`config.mk`:
```
export PLATFORM = sky130hd
export DESIGN_NAME = rr_arbiter_idx4_flat
export DESIGN_NICKNAME = d
export VERILOG_FILES = /design/src/rtl/arb_pkg.sv /design/src/rtl/rr_arbiter_idx4_if.sv /design/src/rtl/rr_pick4.sv /design/src/rtl/rr_arbiter_idx4.sv /design/src/flat_wrapper.sv
export SDC_FILE = /design/constraint.sdc
export NUM_CORES = 1
export LEC_CHECK = 0
export CAP_MARGIN = 20
export CORE_UTILIZATION = 45
export CTS_CLUSTER_DIAMETER = 80
export DETAILED_ROUTE_END_ITERATION = 8
export MAX_ROUTING_LAYER = met4
export PLACE_DENSITY = 0.67
export REMOVE_ABC_BUFFERS = 1
export SLEW_MARGIN = 20
export SYNTH_ARGS = -nofsm -noshare
export SYNTH_HDL_FRONTEND = slang
export SYNTH_SLANG_ARGS = --single-unit
```
`constraint.sdc`:
```
create_clock -name clk -period 2.5 [get_ports clk]
set_clock_uncertainty 0.05 [all_clocks]
set_input_delay 0.375 -clock clk [delete_from_list [all_inputs] [get_ports clk]]
set_output_delay 0.375 -clock clk [all_outputs]
set_load 0.01 [all_outputs]
```
`src/rtl/arb_pkg.sv`:
```
// Shared definitions for the four-requester round-robin arbiter.
// Contents: requester count, index and hold-counter widths, the FSM
// state type, and a modulo-N_REQ increment used to rotate the pointer.
package arb_pkg;

    localparam int N_REQ = 4;
    localparam int IDX_W = 2;
    localparam int CNT_W = 8;

    typedef enum logic {
        IDLE  = 1'b0,
        GRANT = 1'b1
    } arb_state_t;

    // Next requester index after i, wrapping N_REQ-1 back to 0.
    function automatic logic [IDX_W-1:0] idx_inc(input logic [IDX_W-1:0] i);
        return IDX_W'((32'(i) + 1) % N_REQ);
    endfunction

endpackage

```
`src/rtl/rr_arbiter_idx4_if.sv`:
```
// Request/grant bundle between requesters and the round-robin arbiter.
// Signals:
//   req          request lines, bit i = requester i
//   done         current owner finished (meaningful only while gnt_valid=1)
//   gnt_valid    grant active
//   gnt_idx      index of the granted requester
//   timeout_flag one-cycle pulse when a grant is revoked by the hold timeout
// Modports: master = requester side, slave = arbiter side.
interface rr_arbiter_idx4_if;
    import arb_pkg::*;

    logic [N_REQ-1:0] req;
    logic             done;
    logic             gnt_valid;
    logic [IDX_W-1:0] gnt_idx;
    logic             timeout_flag;

    modport master (
        output req,
        output done,
        input  gnt_valid,
        input  gnt_idx,
        input  timeout_flag
    );

    modport slave (
        input  req,
        input  done,
        output gnt_valid,
        output gnt_idx,
        output timeout_flag
    );

endinterface

```
`src/rtl/rr_pick4.sv`:
```
// Combinational round-robin picker.
// Ports:
//   req [3:0]  live request vector
//   ptr [1:0]  highest-priority index for this pick
//   any        at least one request is set
//   idx [1:0]  first set request searching ptr, ptr+1, ... modulo 4
// The request vector is rotated so that ptr lands on bit 0, a fixed
// priority find picks the lowest set bit, and the offset is added back.
module rr_pick4
    import arb_pkg::*;
(
    input  logic [N_REQ-1:0] req,
    input  logic [IDX_W-1:0] ptr,
    output logic             any,
    output logic [IDX_W-1:0] idx
);

    logic [N_REQ-1:0] rot;
    logic [IDX_W-1:0] off;
    logic             found;

    always_comb begin
        rot = '0;
        for (int k = 0; k < N_REQ; k++) begin
            // 2-bit index arithmetic wraps modulo 4 by itself
            rot[k] = req[IDX_W'(k) + ptr];
        end
    end

    always_comb begin
        off   = '0;
        found = 1'b0;
        for (int k = 0; k < N_REQ; k++) begin
            if (rot[k] && !found) begin
                off   = IDX_W'(k);
                found = 1'b1;
            end
        end
    end

    assign any = |req;
    assign idx = off + ptr;

endmodule

```
`src/rtl/rr_arbiter_idx4.sv`:
```
// Four-requester round-robin arbiter with registered index/valid outputs.
// Parameters:
//   TIMEOUT  maximum grant length in cycles (0 = unbounded), 0..255
// Ports:
//   clk      system clock, rising edge
//   rst      asynchronous active-high reset
//   bus      slave side of rr_arbiter_idx4_if (req/done in, grant out)
//
// state | meaning
// ------+-------------------------------------------------------------
// IDLE  | no grant; arbitrate the live req vector from ptr each cycle
// GRANT | gnt_idx owns the resource until done, withdrawal or timeout
//
// Every grant is followed by at least one IDLE cycle, so the index never
// changes while gnt_valid is high. All outputs are flop outputs.
module rr_arbiter_idx4
    import arb_pkg::*;
#(
    parameter int TIMEOUT = 16
)
(
    input  logic               clk,
    input  logic               rst,
    rr_arbiter_idx4_if.slave   bus
);

    arb_state_t       state_q, state_nxt;
    logic [IDX_W-1:0] ptr_q, ptr_nxt;
    logic [IDX_W-1:0] idx_q, idx_nxt;
    logic             valid_q, valid_nxt;
    logic             flag_q, flag_nxt;

    logic             pick_any;
    logic [IDX_W-1:0] pick_idx;
    logic             owner_done;
    logic             owner_gone;
    logic             hold_expired;

    rr_pick4 u_pick (
        .req (bus.req),
        .ptr (ptr_q),
        .any (pick_any),
        .idx (pick_idx)
    );

    assign owner_done = bus.done;
    assign owner_gone = ~bus.req[idx_q];

    // Hold counter: cleared while idle, so it reads 0 on the first grant
    // cycle; saturates instead of wrapping. Absent when TIMEOUT=0.
    if (TIMEOUT != 0) begin : g_timer
        logic [CNT_W-1:0] cnt_q, cnt_nxt;

        always_comb begin
            cnt_nxt = cnt_q;
            if (state_q == IDLE) begin
                cnt_nxt = '0;
            end else if (cnt_q != '1) begin
                cnt_nxt = cnt_q + 1'b1;
            end
        end

        always_ff @(posedge clk or posedge rst) begin
            if (rst) begin
                cnt_q <= '0;
            end else begin
                cnt_q <= cnt_nxt;
            end
        end

        assign hold_expired = (state_q == GRANT) && (cnt_q == CNT_W'(TIMEOUT - 1));
    end else begin : g_no_timer
        assign hold_expired = 1'b0;
    end

    always_comb begin
        state_nxt = state_q;
        ptr_nxt   = ptr_q;
        idx_nxt   = idx_q;
        valid_nxt = valid_q;
        flag_nxt  = 1'b0;
        case (state_q)
            IDLE: begin
                if (pick_any) begin
                    state_nxt = GRANT;
                    valid_nxt = 1'b1;
                    idx_nxt   = pick_idx;
                end
            end
            GRANT: begin
                if (owner_done || owner_gone || hold_expired) begin
                    state_nxt = IDLE;
                    valid_nxt = 1'b0;
                    ptr_nxt   = idx_inc(idx_q);
                    // flag only when the timer alone ended the grant
                    flag_nxt  = hold_expired && !owner_done && !owner_gone;
                end
            end
            default: begin
                state_nxt = IDLE;
                valid_nxt = 1'b0;
            end
        endcase
    end

    always_ff @(posedge clk or posedge rst) begin
        if (rst) begin
            state_q <= IDLE;
            ptr_q   <= '0;
            idx_q   <= '0;
            valid_q <= 1'b0;
            flag_q  <= 1'b0;
        end else begin
            state_q <= state_nxt;
            ptr_q   <= ptr_nxt;
            idx_q   <= idx_nxt;
            valid_q <= valid_nxt;
            flag_q  <= flag_nxt;
        end
    end

    assign bus.gnt_valid    = valid_q;
    assign bus.gnt_idx      = idx_q;
    assign bus.timeout_flag = flag_q;

endmodule

```
`src/flat_wrapper.sv`:
```
// flat-port wrapper written by rule: the top's interface ports become plain ports
module rr_arbiter_idx4_flat import arb_pkg::*;
#(
    parameter int TIMEOUT = 16
)
  (clk, rst, bus_req, bus_done, bus_gnt_valid, bus_gnt_idx, bus_timeout_flag);
  rr_arbiter_idx4_if bus_i ();
  input  logic clk;
  input  logic rst;
  input wire logic [$bits(bus_i.req)-1:0] bus_req;
  input wire logic [$bits(bus_i.done)-1:0] bus_done;
  output wire logic [$bits(bus_i.gnt_valid)-1:0] bus_gnt_valid;
  output wire logic [$bits(bus_i.gnt_idx)-1:0] bus_gnt_idx;
  output wire logic [$bits(bus_i.timeout_flag)-1:0] bus_timeout_flag;
  assign bus_i.req = bus_req;
  assign bus_i.done = bus_done;
  assign bus_gnt_valid = bus_i.gnt_valid;
  assign bus_gnt_idx = bus_i.gnt_idx;
  assign bus_timeout_flag = bus_i.timeout_flag;
  rr_arbiter_idx4 #(.TIMEOUT(TIMEOUT)) u_core (.clk(clk), .rst(rst), .bus(bus_i));
endmodule
```
==> summary.txt <==
Run status
  • Status: completed

Power
  • Max IR drop VDD: around 0.00053 V
  • Final Power: just over 0.0009 W
  • Internal Pwr Total: approximately 0.00057 W
  • Reg power frac: 0.453
  • Gate power share: 0.399
  • Pwr/cell area: roughly 860 nW/um^2
  • Static leakage: 0.436 nW
  • Clock power share: 0.148
  • Sw frac: 0.380
  • Sw Pwr: 0.000352 W

STA
  • Setup ws final: ~0.36 ns
  • Setup violations, final: 0
  • RSZ-0062 raised after global routing: no
  • Fmax: ~0.47 GHz
  • Max-slew violations: 0
  • Final min period: around 2.1 ns
  • Fin crit share: 0.855
  • Final Hold Fails: 0
  • Worst slew margin: 0.629
  • Actual slew at the worst max-slew pin: 0.556 ns
  • Setup TNS: 0 ns

Clocking
  • Clock latency on the worst-skew pair: around 0.29 ns
  • CTS Buf Count: 3
  • H-tree Lvls: 1
  • Root buffer cell: clkbuf_4
  • CTS tree: built
  • Sink Count: 15
  • Cts hold-fix bufs: 0
  • Longest Clk Path Bufs: 2
  • Post-CTS setup buffer count: 0
  • Post-CTS resize count: 0
  • Clock-pin slew on the worst setup and hold paths: around 0.10 ns

Placement
  • Pre-CTS setup slack: roughly 0.052 ns
  • Port Buf Inserts: 10
  • Placer Congestion: around 0.8
  • DPL Wire Length: 1330 um

Global routing
  • Total track usage: 0.194
  • Vias in the first global route: 626
  • Global-route wire length before repair: between 2000 and 3000 um
  • Largest net degree at the start of global routing: 16
  • Initial antenna violation count: 0
  • Total congestion overflow: 0

Die
  • Io pins: 11
  • Initial core utilization: 0.505
  • Die area: between 2000 and 2500 sq um
  • Cell Rows: 15
  • Die Height: around 47 um
  • Die W: between 40 and 50 um
  • Core box area: around 1800 sq um

Route
  • Via Count: between 700 and 800
  • Post-DRT Antenna Nets: 0
  • DR iter-0 viols: 12
  • Vias per Instance: 5.38
  • 1st-pass router iterations: 4
  • Number of remaining DRC errors: 0
  • Final WL: about 1700 um
  • Routed length per placed instance: ~12 um

Final layout
  • Multi-input gate area: 502 sq um
  • Nets@finish: around 120
  • Area growth, synth to finish: 17.1%
  • FF/Latch Area: 375 sq um
  • Fraction of layout cells with a size suffix above 1: 0.140
  • Fill cells: 169
  • N_diodes: 0

Logic synthesis
  • EDFF count, synth: 0
  • Synth Area in Simple Gates: 0.280
  • Post-synthesis adder-cell area fraction: 0.0272
  • Sequential area share after synthesis: 0.408
  • Synthesized cell area: approximately 920 sq um
  • Post-Syn Instances: between 100 and 150
  • Main combinational cell family by area after synthesis: simple AND/OR/NAND/NOR gates
  • Avg Synthesized Cell Area: 9.11 sq um
  • Most used DFF post-synth: dfrtp_1
  • Synth unique cells: 34
  • Post-synthesis mux area share: 0.0367
  • #FFs+latches synth: 15
  • Share of flip-flops with an asynchronous set or reset: 1.00
  • Complex-gate fraction of the synthesized area: 0.163
  • XOR/XNOR Fraction of Synth Area: 0.0381
  • Synth warnings: 0

Setup path
  • CP Class: input pin to register
  • Kind of end point of the critical path: register
  • RR Startpoint: u_core.ptr_q[0]
  • Crit Reg-Reg Endpoint: u_core.bus.gnt_idx[1]
  • FF-to-FF path depth: 7
  • CP arrival: ~2.3 ns
  • CP max FO: 6
  • CP Launch Type: input pin
  • Worst EP required: around 2.6 ns
  • Internal reg-to-reg setup slack: between 0.4 and 0.5 ns

Job
  • Max-Cap Viols: 0

Min path
  • HP Class: input pin to async pin
## sequential cells by signal, summed over array words and instances, names as in the netlist
name and count:
u_core.bus.gnt_idx 2, u_core.g_timer.cnt_q 8, u_core.bus.gnt_valid 1, u_core.state_q 1
u_core.ptr_q 2, u_core.bus.timeout_flag 1
## area by class of cell
cell class,instances,share of cell area
multi-input combinational,78,0.466
sequential,15,0.348
timing repair buffer,14,0.121
tap,25,0.0290
clock buffer,3,0.0209
inverter,3,0.0105
clock inverter,1,0.00465
## cells in the mapped netlist (3+ instances only)
master    count  area [sq um]
o21ai_0       6          30.0
buf_2         4          20.0
nor2_1       13          48.8
nand2_1      10          37.5
nand3_1       4          20.0
o211ai_1      5          37.5
nor3_1        4          20.0
xnor2_1       4          35.0
dfrtp_1      15           375
inv_1         3          11.3
a21oi_1       4          20.0
## cells by family (layout without fill, tap and decap cells)
kind of cell | after synthesis | count (layout)
AO/OA/AOI/OAI | 23 | 23
XOR/XNOR | 4 | 4
adder cells (fa/ha/maj) | 2 | 2
buffers and inverters | 8 | 21
flip-flops | 15 | 15
multiplexers | 2 | 2
AND/OR/NAND/NOR | 47 | 47
## critical path: stages
cell             delay (ns)
clkdlybuf4s50_1        0.49
or4_1                  0.50
o2111ai_1              0.09
ha_1                   0.18
xnor2_1                0.13
or3_1                  0.12
nor3_1                 0.03
or3_1                  0.33
## per-stage QoR
| step | hold WS (ns) | instances | area, sq um | utilization |
|---|---|---|---|---|
| 6_report | 0.380 | 139 | 1080 | 0.592 |
| 3_5_place_dp | 0.444 | 135 | 1050 | 0.577 |
| 4_1_cts | 0.417 | 139 | 1080 | 0.592 |
| 3_3_place_gp | 0.429 | 135 | 1050 | 0.577 |
| 2_1_floorplan | 0.226 | 96 | 888 | - |
| 5_1_grt | 0.423 | 139 | 1080 | 0.592 |
## cells in the final DEF, fill, tap and decap left out, types with 2 or more instances in the layout
cell and count:
a21oi_1 4, buf_4 4, clkbuf_4 3, clkdlybuf4s50_1 10, dfrtp_1 15, ha_1 2, inv_1 3, nand2_1 10
nand3_1 4, nand4_1 2, nor2_1 13, nor3_1 4, nor3b_1 2, o211a_1 2, o211ai_1 5, o21ai_0 6
o21ai_1 2, or3_1 2, xnor2_1 4
## power by group through the flow
stage / Combinational [W] / Clock, W / Sequential, W
floorplan: 0.000249 / 0 / 0.000409
global placement: 0.000368 / 0 / 0.000421
detailed placement: 0.000373 / 0 / 0.000424
CTS: 0.000376 / 0.000142 / 0.000419
global route: 0.000423 / 0.000155 / 0.000436
finish: 0.000370 / 0.000138 / 0.000420
## how the worst max path moves through the flow
stage,start,end,slack [ns],cells past startpoint
2_1_floorplan,u_core.ptr_q[0],u_core.bus.gnt_idx[1],0.50,7
3_3_place_gp,bus_req[2],u_core.bus.gnt_idx[1],0.1,8
3_5_place_dp,bus_req[2],u_core.bus.gnt_idx[1],0.05,8
4_1_cts,bus_req[2],u_core.bus.gnt_idx[1],0.36,8
5_1_grt,u_core.ptr_q[0],u_core.bus.gnt_idx[1],0.26,9
6_report,bus_req[2],u_core.bus.gnt_idx[1],0.36,8
## routing by layer
metal / global-route usage / vias to the layer above / wire (um)
li1: - / 391 / -
met1: 0.281 / 342 / 906
met2: 0.269 / 13 / 758
met3: 0.0462 / 2 / 51
met4: 0.0514 / 0 / 9
met5: - / - / 0
Note: power is estimated with default switching activity, not from simulation.
